===== src/rtl/mc_ctrl_logic.sv =====
// Multi-cycle control unit for an RV32I(+M) core: instruction register, decode
// of datapath selects, and the FETCH/DECODE/EXEC/MULDIV/MEM/WB/HALT/TRAP FSM.
module mc_ctrl_logic #(
    parameter bit         ENABLE_M      = 1'b1,
    parameter bit         MEM_HANDSHAKE = 1'b1,
    parameter logic [6:0] HALT_OPCODE   = 7'b1111111
) (
    input  logic        Clk,
    input  logic        Rst_N,
    input  logic [31:0] Instruction,
    input  logic        Instr_Valid,
    input  logic        Branch_Equal,
    input  logic        Branch_Less_Than,
    input  logic        Mem_Ready,
    input  logic        MulDiv_Done,
    output logic        IR_Wr_En,
    output logic        PC_Wr_En,
    output logic        Reg_Wr_En,
    output logic        Store_Word_En,
    output logic        Read_Ctrl,
    output logic        MulDiv_Start,
    output logic        PC_Sel,
    output logic        ALU_Input_A_Sel,
    output logic        ALU_Input_B_Sel,
    output logic        Branch_Un_Sel,
    output logic [3:0]  ALU_Opcode,
    output logic [2:0]  MUL_Opcode,
    output logic [1:0]  Reg_WB_Sel,
    output logic [1:0]  Imm_Gen_Sel,
    output logic [2:0]  Lw_Sw_OP,
    output logic        Halted,
    output logic        Illegal_Instr
);

    localparam logic [2:0] S_FETCH  = 3'd0;
    localparam logic [2:0] S_DECODE = 3'd1;
    localparam logic [2:0] S_EXEC   = 3'd2;
    localparam logic [2:0] S_MULDIV = 3'd3;
    localparam logic [2:0] S_MEM    = 3'd4;
    localparam logic [2:0] S_WB     = 3'd5;
    localparam logic [2:0] S_HALT   = 3'd6;
    localparam logic [2:0] S_TRAP   = 3'd7;

    localparam logic [6:0] OP_LUI    = 7'b0110111;
    localparam logic [6:0] OP_AUIPC  = 7'b0010111;
    localparam logic [6:0] OP_JAL    = 7'b1101111;
    localparam logic [6:0] OP_JALR   = 7'b1100111;
    localparam logic [6:0] OP_BRANCH = 7'b1100011;
    localparam logic [6:0] OP_LOAD   = 7'b0000011;
    localparam logic [6:0] OP_STORE  = 7'b0100011;
    localparam logic [6:0] OP_IMM    = 7'b0010011;
    localparam logic [6:0] OP_REG    = 7'b0110011;

    localparam logic [3:0] ALU_ADD  = 4'd0;
    localparam logic [3:0] ALU_SUB  = 4'd1;
    localparam logic [3:0] ALU_SLL  = 4'd2;
    localparam logic [3:0] ALU_SLT  = 4'd3;
    localparam logic [3:0] ALU_SLTU = 4'd4;
    localparam logic [3:0] ALU_XOR  = 4'd5;
    localparam logic [3:0] ALU_SRL  = 4'd6;
    localparam logic [3:0] ALU_SRA  = 4'd7;
    localparam logic [3:0] ALU_OR   = 4'd8;
    localparam logic [3:0] ALU_AND  = 4'd9;
    localparam logic [3:0] ALU_M    = 4'd10;

    logic [2:0]  state_q, state_d;
    logic [31:0] ir_q, ir_d;
    logic        md_busy_q, md_busy_d;

    logic [6:0] opcode;
    logic [2:0] funct3;
    logic       f7_alt, f7_m;
    logic       ir_unused;

    assign opcode    = ir_q[6:0];
    assign funct3    = ir_q[14:12];
    assign f7_alt    = ir_q[30];
    assign f7_m      = ir_q[25];
    assign ir_unused = ^{ir_q[31], ir_q[29:26], ir_q[24:15], ir_q[11:7]};

    logic is_lui, is_auipc, is_jal, is_jalr, is_branch;
    logic is_load, is_store, is_opimm, is_op, is_m;

    assign is_lui    = (opcode == OP_LUI);
    assign is_auipc  = (opcode == OP_AUIPC);
    assign is_jal    = (opcode == OP_JAL);
    assign is_jalr   = (opcode == OP_JALR);
    assign is_branch = (opcode == OP_BRANCH);
    assign is_load   = (opcode == OP_LOAD);
    assign is_store  = (opcode == OP_STORE);
    assign is_opimm  = (opcode == OP_IMM);
    assign is_op     = (opcode == OP_REG);
    assign is_m      = is_op && f7_m && ENABLE_M;

    logic is_halt, is_illegal, br_taken, mem_ready;

    assign is_halt   = (opcode == HALT_OPCODE);
    assign mem_ready = MEM_HANDSHAKE ? Mem_Ready : 1'b1;

    always_comb begin
        is_illegal = 1'b0;
        case (opcode)
            OP_REG:    is_illegal = f7_m && !ENABLE_M;
            OP_LOAD:   is_illegal = (funct3 inside {3'b011, 3'b110, 3'b111});
            OP_STORE:  is_illegal = (funct3 >= 3'b011);
            OP_BRANCH: is_illegal = (funct3[2:1] == 2'b01);
            OP_LUI, OP_AUIPC, OP_JAL, OP_JALR, OP_IMM: is_illegal = 1'b0;
            default:   is_illegal = 1'b1;
        endcase
    end

    always_comb begin
        br_taken = 1'b0;
        case (funct3)
            3'b000:         br_taken = Branch_Equal;
            3'b001:         br_taken = !Branch_Equal;
            3'b100, 3'b110: br_taken = Branch_Less_Than;
            3'b101, 3'b111: br_taken = !Branch_Less_Than;
            default:        br_taken = 1'b0;
        endcase
    end

    // Datapath selects depend only on the held IR, so they stay stable until retire.
    always_comb begin
        ALU_Opcode = ALU_ADD;
        if (is_m) begin
            ALU_Opcode = ALU_M;
        end else if (is_op || is_opimm) begin
            case (funct3)
                3'b000:  ALU_Opcode = (is_op && f7_alt) ? ALU_SUB : ALU_ADD;
                3'b001:  ALU_Opcode = ALU_SLL;
                3'b010:  ALU_Opcode = ALU_SLT;
                3'b011:  ALU_Opcode = ALU_SLTU;
                3'b100:  ALU_Opcode = ALU_XOR;
                3'b101:  ALU_Opcode = f7_alt ? ALU_SRA : ALU_SRL;
                3'b110:  ALU_Opcode = ALU_OR;
                default: ALU_Opcode = ALU_AND;
            endcase
        end

        Lw_Sw_OP = 3'd0;
        if (is_load) begin
            case (funct3)
                3'b001:  Lw_Sw_OP = 3'd1;
                3'b010:  Lw_Sw_OP = 3'd2;
                3'b100:  Lw_Sw_OP = 3'd3;
                3'b101:  Lw_Sw_OP = 3'd4;
                default: Lw_Sw_OP = 3'd0;
            endcase
        end else if (is_store) begin
            case (funct3)
                3'b001:  Lw_Sw_OP = 3'd6;
                3'b010:  Lw_Sw_OP = 3'd7;
                default: Lw_Sw_OP = 3'd5;
            endcase
        end

        Imm_Gen_Sel = 2'b00;
        if (is_store)                           Imm_Gen_Sel = 2'b01;
        else if (is_branch)                     Imm_Gen_Sel = 2'b10;
        else if (is_jal || is_lui || is_auipc)  Imm_Gen_Sel = 2'b11;

        Reg_WB_Sel = 2'b00;
        if (is_jal || is_jalr)                               Reg_WB_Sel = 2'b10;
        else if (is_op || is_opimm || is_lui || is_auipc)    Reg_WB_Sel = 2'b01;

        MUL_Opcode      = is_m ? funct3 : 3'b000;
        ALU_Input_A_Sel = is_branch || is_jal || is_auipc;
        ALU_Input_B_Sel = is_opimm || is_load || is_store || is_branch ||
                          is_jal || is_jalr || is_lui || is_auipc;
        Branch_Un_Sel   = is_branch && (funct3[2:1] == 2'b11);
        PC_Sel          = is_branch ? br_taken : (is_jal || is_jalr);
    end

    always_comb begin
        state_d       = state_q;
        ir_d          = ir_q;
        md_busy_d     = 1'b0;
        IR_Wr_En      = 1'b0;
        PC_Wr_En      = 1'b0;
        Reg_Wr_En     = 1'b0;
        Store_Word_En = 1'b0;
        Read_Ctrl     = 1'b0;
        MulDiv_Start  = 1'b0;
        case (state_q)
            S_FETCH: begin
                // Qualified by reset so IR_Wr_En is low while Rst_N is asserted.
                if (Instr_Valid && Rst_N) begin
                    IR_Wr_En = 1'b1;
                    ir_d     = Instruction;
                    state_d  = S_DECODE;
                end
            end
            S_DECODE: begin
                if (is_halt)         state_d = S_HALT;
                else if (is_illegal) state_d = S_TRAP;
                else                 state_d = S_EXEC;
            end
            S_EXEC: begin
                if (is_branch) begin
                    PC_Wr_En = 1'b1;
                    state_d  = S_FETCH;
                end else if (is_m) begin
                    state_d = S_MULDIV;
                end else if (is_load || is_store) begin
                    state_d = S_MEM;
                end else begin
                    state_d = S_WB;
                end
            end
            S_MULDIV: begin
                MulDiv_Start = !md_busy_q;
                if (MulDiv_Done) state_d = S_WB;
                else             md_busy_d = 1'b1;
            end
            S_MEM: begin
                Read_Ctrl     = is_load;
                Store_Word_En = !is_load;
                if (mem_ready) begin
                    if (is_load) begin
                        state_d = S_WB;
                    end else begin
                        PC_Wr_En = 1'b1;
                        state_d  = S_FETCH;
                    end
                end
            end
            S_WB: begin
                Reg_Wr_En = 1'b1;
                PC_Wr_En  = 1'b1;
                state_d   = S_FETCH;
            end
            default: state_d = state_q;
        endcase
    end

    assign Halted        = (state_q == S_HALT);
    assign Illegal_Instr = (state_q == S_TRAP);

    always_ff @(posedge Clk or negedge Rst_N) begin
        if (!Rst_N) begin
            state_q   <= S_FETCH;
            ir_q      <= '0;
            md_busy_q <= 1'b0;
        end else begin
            state_q   <= state_d;
            ir_q      <= ir_d;
            md_busy_q <= md_busy_d;
        end
    end

endmodule


===== config.mk =====
export PLATFORM = sky130hd
export DESIGN_NAME = mc_ctrl_logic
export DESIGN_NICKNAME = d
export VERILOG_FILES = /design/src/rtl/mc_ctrl_logic.sv
export SDC_FILE = /design/constraint.sdc
export NUM_CORES = 1
export LEC_CHECK = 0
export BUFFER_PORTS_ARGS = -buffer_cell sky130_fd_sc_hd__buf_2
export CAP_MARGIN = 20
export CORE_MARGIN = 8
export CORE_UTILIZATION = 51
export CTS_BUF_LIST = sky130_fd_sc_hd__clkbuf_2
export CTS_CLUSTER_DIAMETER = 50
export CTS_CLUSTER_SIZE = 8
export DETAILED_ROUTE_END_ITERATION = 10
export PLACE_DENSITY = 0.95
export SYNTH_ARGS = -nofsm -noshare
export SYNTH_HDL_FRONTEND = slang
export SYNTH_SLANG_ARGS = --single-unit

===== constraint.sdc =====
create_clock -name Clk -period 2.95 [get_ports Clk]
set_clock_uncertainty 0.1 [all_clocks]
set_input_delay 0.59 -clock Clk [delete_from_list [all_inputs] [get_ports Clk]]
set_output_delay 0.59 -clock Clk [all_outputs]
set_load 0.05 [all_outputs]

==> metrics.md <==
| Metric | Value |
|---|---|
| Status | `completed` |
| Die span in x | `66.64 microns` |
| Synth top cells by count | `22 x nor2_1, 17 x a21oi_1, 16 x dfrtp_1, 14 x nand2_1, 11 x mux2_2` |
| Xor and xnor fraction of the mapped netlist area | `2.010%` |
| Worst flop-to-flop path startpoint | `ir_q[5]$_DFFE_PN0P_` |
| Setup TNS | `0 ns` |
| Post-DP HPWL | `2.526 mm` |
| Worst EP required | `~2.3 ns` |
| Clock power share | `5.8%` |
| Average footprint of a synthesized cell | `8.071 sq um` |
| Vias in the first global route | `1193` |
| Number of diodes | `0` |
| CTS buffer count | `3` |
| Final Instance Area | `0.001548 sq mm` |
| Synth async-reset ratio | `between 90% and 100%` |
| Global placement routability congestion | `0.8764` |
| R2r setup slk | `1.06 ns` |
| Via Count | `~1300` |
| Multi-input gate area | `818.3 sq um` |
| Worst Hold Class | `in -> async` |
| Hold_ws | `roughly 0.16 ns` |
| Global-route wire length before repair | `5.216 mm` |
| Drt wl/cell | `13.83 microns` |
| Hold Fails Final Rpt | `0` |
| Post-synth EDFFs | `0` |
| PD cells | `1022 mW/mm^2` |
| Setup Viol. Count Final | `0` |
| Placed Area | `0.001506 sq mm` |
| Vias per cell | `5.453` |
| Fmax | `370.5 MHz` |
| Max stage delay on crit path | `0.52 ns` |
| Synthesized instance count | `162` |
| Simple-gate share of the synthesized area | `about a third` |
| RSZ-0062 raised after global routing | `false` |
| Most common cell in the synthesized netlist | `nor2_1` |
| Initial antenna violation count | `0` |
| First DRT Iteration DRCs | `59` |
| Slew Limit Headroom | `between 60 and 70%` |
| CP Cell Sequence | `nor4bb_4 > buf_4 > buf_4 > nand2_4 > a21oi_1 > o22ai_1 > buf_2` |
| Total Power | `1.582 mW` |
| Cell Rows | `18` |
| Register area share after synthesis | `30.62%` |
| Crit path DAT | `2.01 ns` |
| Port Buffers | `44` |
| Compound-Gate Fraction of Synth Area | `around a fifth` |
| Net Sw Power | `841.5 uW` |
| Hold buffers post-CTS | `0` |
| Number of nets in the layout | `about 240` |
| Syn nets | `201` |
| Syn-to-layout area delta | `18.37%` |
| Root buf cell | `clkbuf_2` |
| Leading area contributor after synthesis | `dfrtp_1` |
| Post-Synthesis Cell Area | `0.001308 sq mm` |
| Sw Share | `53.18%` |
| GRT Overall Usage | `14.44%` |
| Clock-pin slew on the worst setup and hold paths | `about 0.14 ns` |
| # IOs | `65` |
| Max Cap Viol | `0` |
| GR Overflow Total | `0` |
| Die height | `66.64 microns` |
| DR DRC count | `0` |
| Final min period | `2.699 ns` |
| Synth top area share | `between 30 and 40%` |
| Sink Count | `16` |
| DR pass1 iterations | `4` |
| Crit start category | `flop` |
| CP endpoint kind | `output pin` |
| Core region area | `0.002455 sq mm` |
| Number of routed nets with antenna violations | `0` |
| FF/Latch Area | `400.4 sq um` |
| Crit-path max FO | `9` |
| P_leak | `0.7295 nW` |
| Combinational share of power | `57.9%` |
| Skew-Pair Late Insertion Delay | `0.28 ns` |
| Ys Warns | `0` |
| Die area | `0.004440 sq mm` |
| Max clock buf depth | `2` |
| Post-Place Setup Slack | `around 0.45 ns` |
| VDD IR max | `0.5968 mV` |
| Ys flop type | `dfrtp_1` |
| Flops & latches, synth | `16` |
| RR Endpoint | `state_q[0]$_DFFE_PN0P_` |
| Crit path kind | `reg -> out` |
| Worst path slowest cell | `dfrtp_1` |
| Worst-margin pin slew | `0.5221 ns` |
| Post-Route WL | `between 3 and 4 mm` |
| H-Tree Depth | `1` |
| Largest net degree at the start of global routing | `19` |
| Crit path top cell by count | `buf_4` |
| Post-synthesis adder-cell area fraction | `0%` |
| Final worst-path cycle share | `91.50%` |
| Yosys cell types | `41` |
| Largest family of logic cells by synthesized area | `simple AND/OR/NAND/NOR gates` |
| Internal | `741.0 uW` |
| # Post-CTS Setup Buffers | `0` |
| Fill cells | `234` |
| Share of cells above drive strength 1 | `37.13%` |
| Initial core utilization | `about 53%` |
| Max Slew Vio Count | `0` |
| Setup ws final | `0.2507 ns` |
| Sequential share of power | `approximately 36%` |
| Dominant cells by area after synthesis | `dfrtp_1 31%, mux2_2 9.5%, a21oi_1 6.5%` |
| CTS tree | `built` |
| R2r worst-path depth | `5` |
| Mux cell area share after synthesis | `9.474%` |
| PostCTS Resize Cnt | `0` |
layout by cell type (no fill, tap or decap), types with 2 or more instances in the layout:
cell type and n:
a211oi_1 3, a21oi_1 17, and2_1 4, and3_1 2, buf_2 44, buf_4 6
clkbuf_2 3, dfrtp_1 16, inv_1 2, mux2_2 11, nand2_1 14, nand2b_1 5
nand3_1 7, nor2_1 22, nor2b_1 6, nor3_1 7, o21a_1 2, o21ai_0 6
xnor2_1 2
power by group through the flow:
stage	sequential (mW)	combinational, mW	clock, mW
after global placement	0.563	0.879	0
after detailed placement	0.574	0.902	0
after floorplan	0.386	0.949	0
after global routing	0.603	1.00	0.109
final	0.574	0.917	0.0923
after CTS	0.568	0.904	0.0943
registers in the layout, summed over array words and instances (netlist names):
register   flops
state_q        3
ir_q          12
md_busy_q      1
worst max-delay path, delay by kind of cell (launching register included):
kind	cells	cell delay [ns]
buffers and inverters	3	0.53
flip-flops	1	0.52
AO/OA/AOI/OAI	2	0.31
AND/OR/NAND/NOR	2	0.37
stage by stage:
| stage | utilization (%) | std cells |
|---|---|---|
| 2_1_floorplan | - | 162 |
| 3_3_place_gp | 61.37 | 225 |
| 3_5_place_dp | 61.37 | 225 |
| 4_1_cts | 62.13 | 229 |
| 5_1_grt | 63.05 | 232 |
| 6_report | 63.05 | 232 |
worst max path at each step:
| stage | start | cells after the start | slack [ns] | to |
|---|---|---|---|---|
| 3_5_place_dp | ir_q[2]$_DFFE_PN0P_ | 4 | 0.45 | PC_Wr_En |
| 5_1_grt | ir_q[2]$_DFFE_PN0P_ | 7 | 0.14 | PC_Wr_En |
| 4_1_cts | ir_q[2]$_DFFE_PN0P_ | 4 | 0.12 | ALU_Opcode[0] |
| 6_report | ir_q[2]$_DFFE_PN0P_ | 7 | 0.25 | PC_Wr_En |
| 3_3_place_gp | ir_q[2]$_DFFE_PN0P_ | 4 | 0.45 | ALU_Opcode[0] |
| 2_1_floorplan | ir_q[2]$_DFFE_PN0P_ | 5 | 0.11 | ALU_Opcode[0] |
cell type report:
| class | count | area share [%] |
|---|---|---|
| Clock inverter | 1 | 0.2425 |
| Sequential cell | 16 | 25.87 |
| Multi-Input combinational cell | 130 | 52.87 |
| Clock buffer | 3 | 0.9701 |
| Timing Repair Buffer | 50 | 17.14 |
| Tap cell | 30 | 2.425 |
| Inverter | 2 | 0.4850 |
per-layer routing:
metal	vias up	global-route usage, %	part of all wire (%)
met5	-	0	0
met4	0	5.067	2.0
met3	6	2.852	8.4
met2	52	24.61	46
met1	558	17.47	43
li1	649	-	-
kinds of logic (layout without fill, tap and decap cells):
| kind of cell | Yosys count | in the layout |
|---|---|---|
| compound gates | 38 | 38 |
| xor+xnor | 3 | 3 |
| buf+inv | 16 | 56 |
| flops | 16 | 16 |
| mux | 11 | 11 |
| simple gates | 78 | 78 |
No activity file was read; power rests on OpenSTA's default activity.
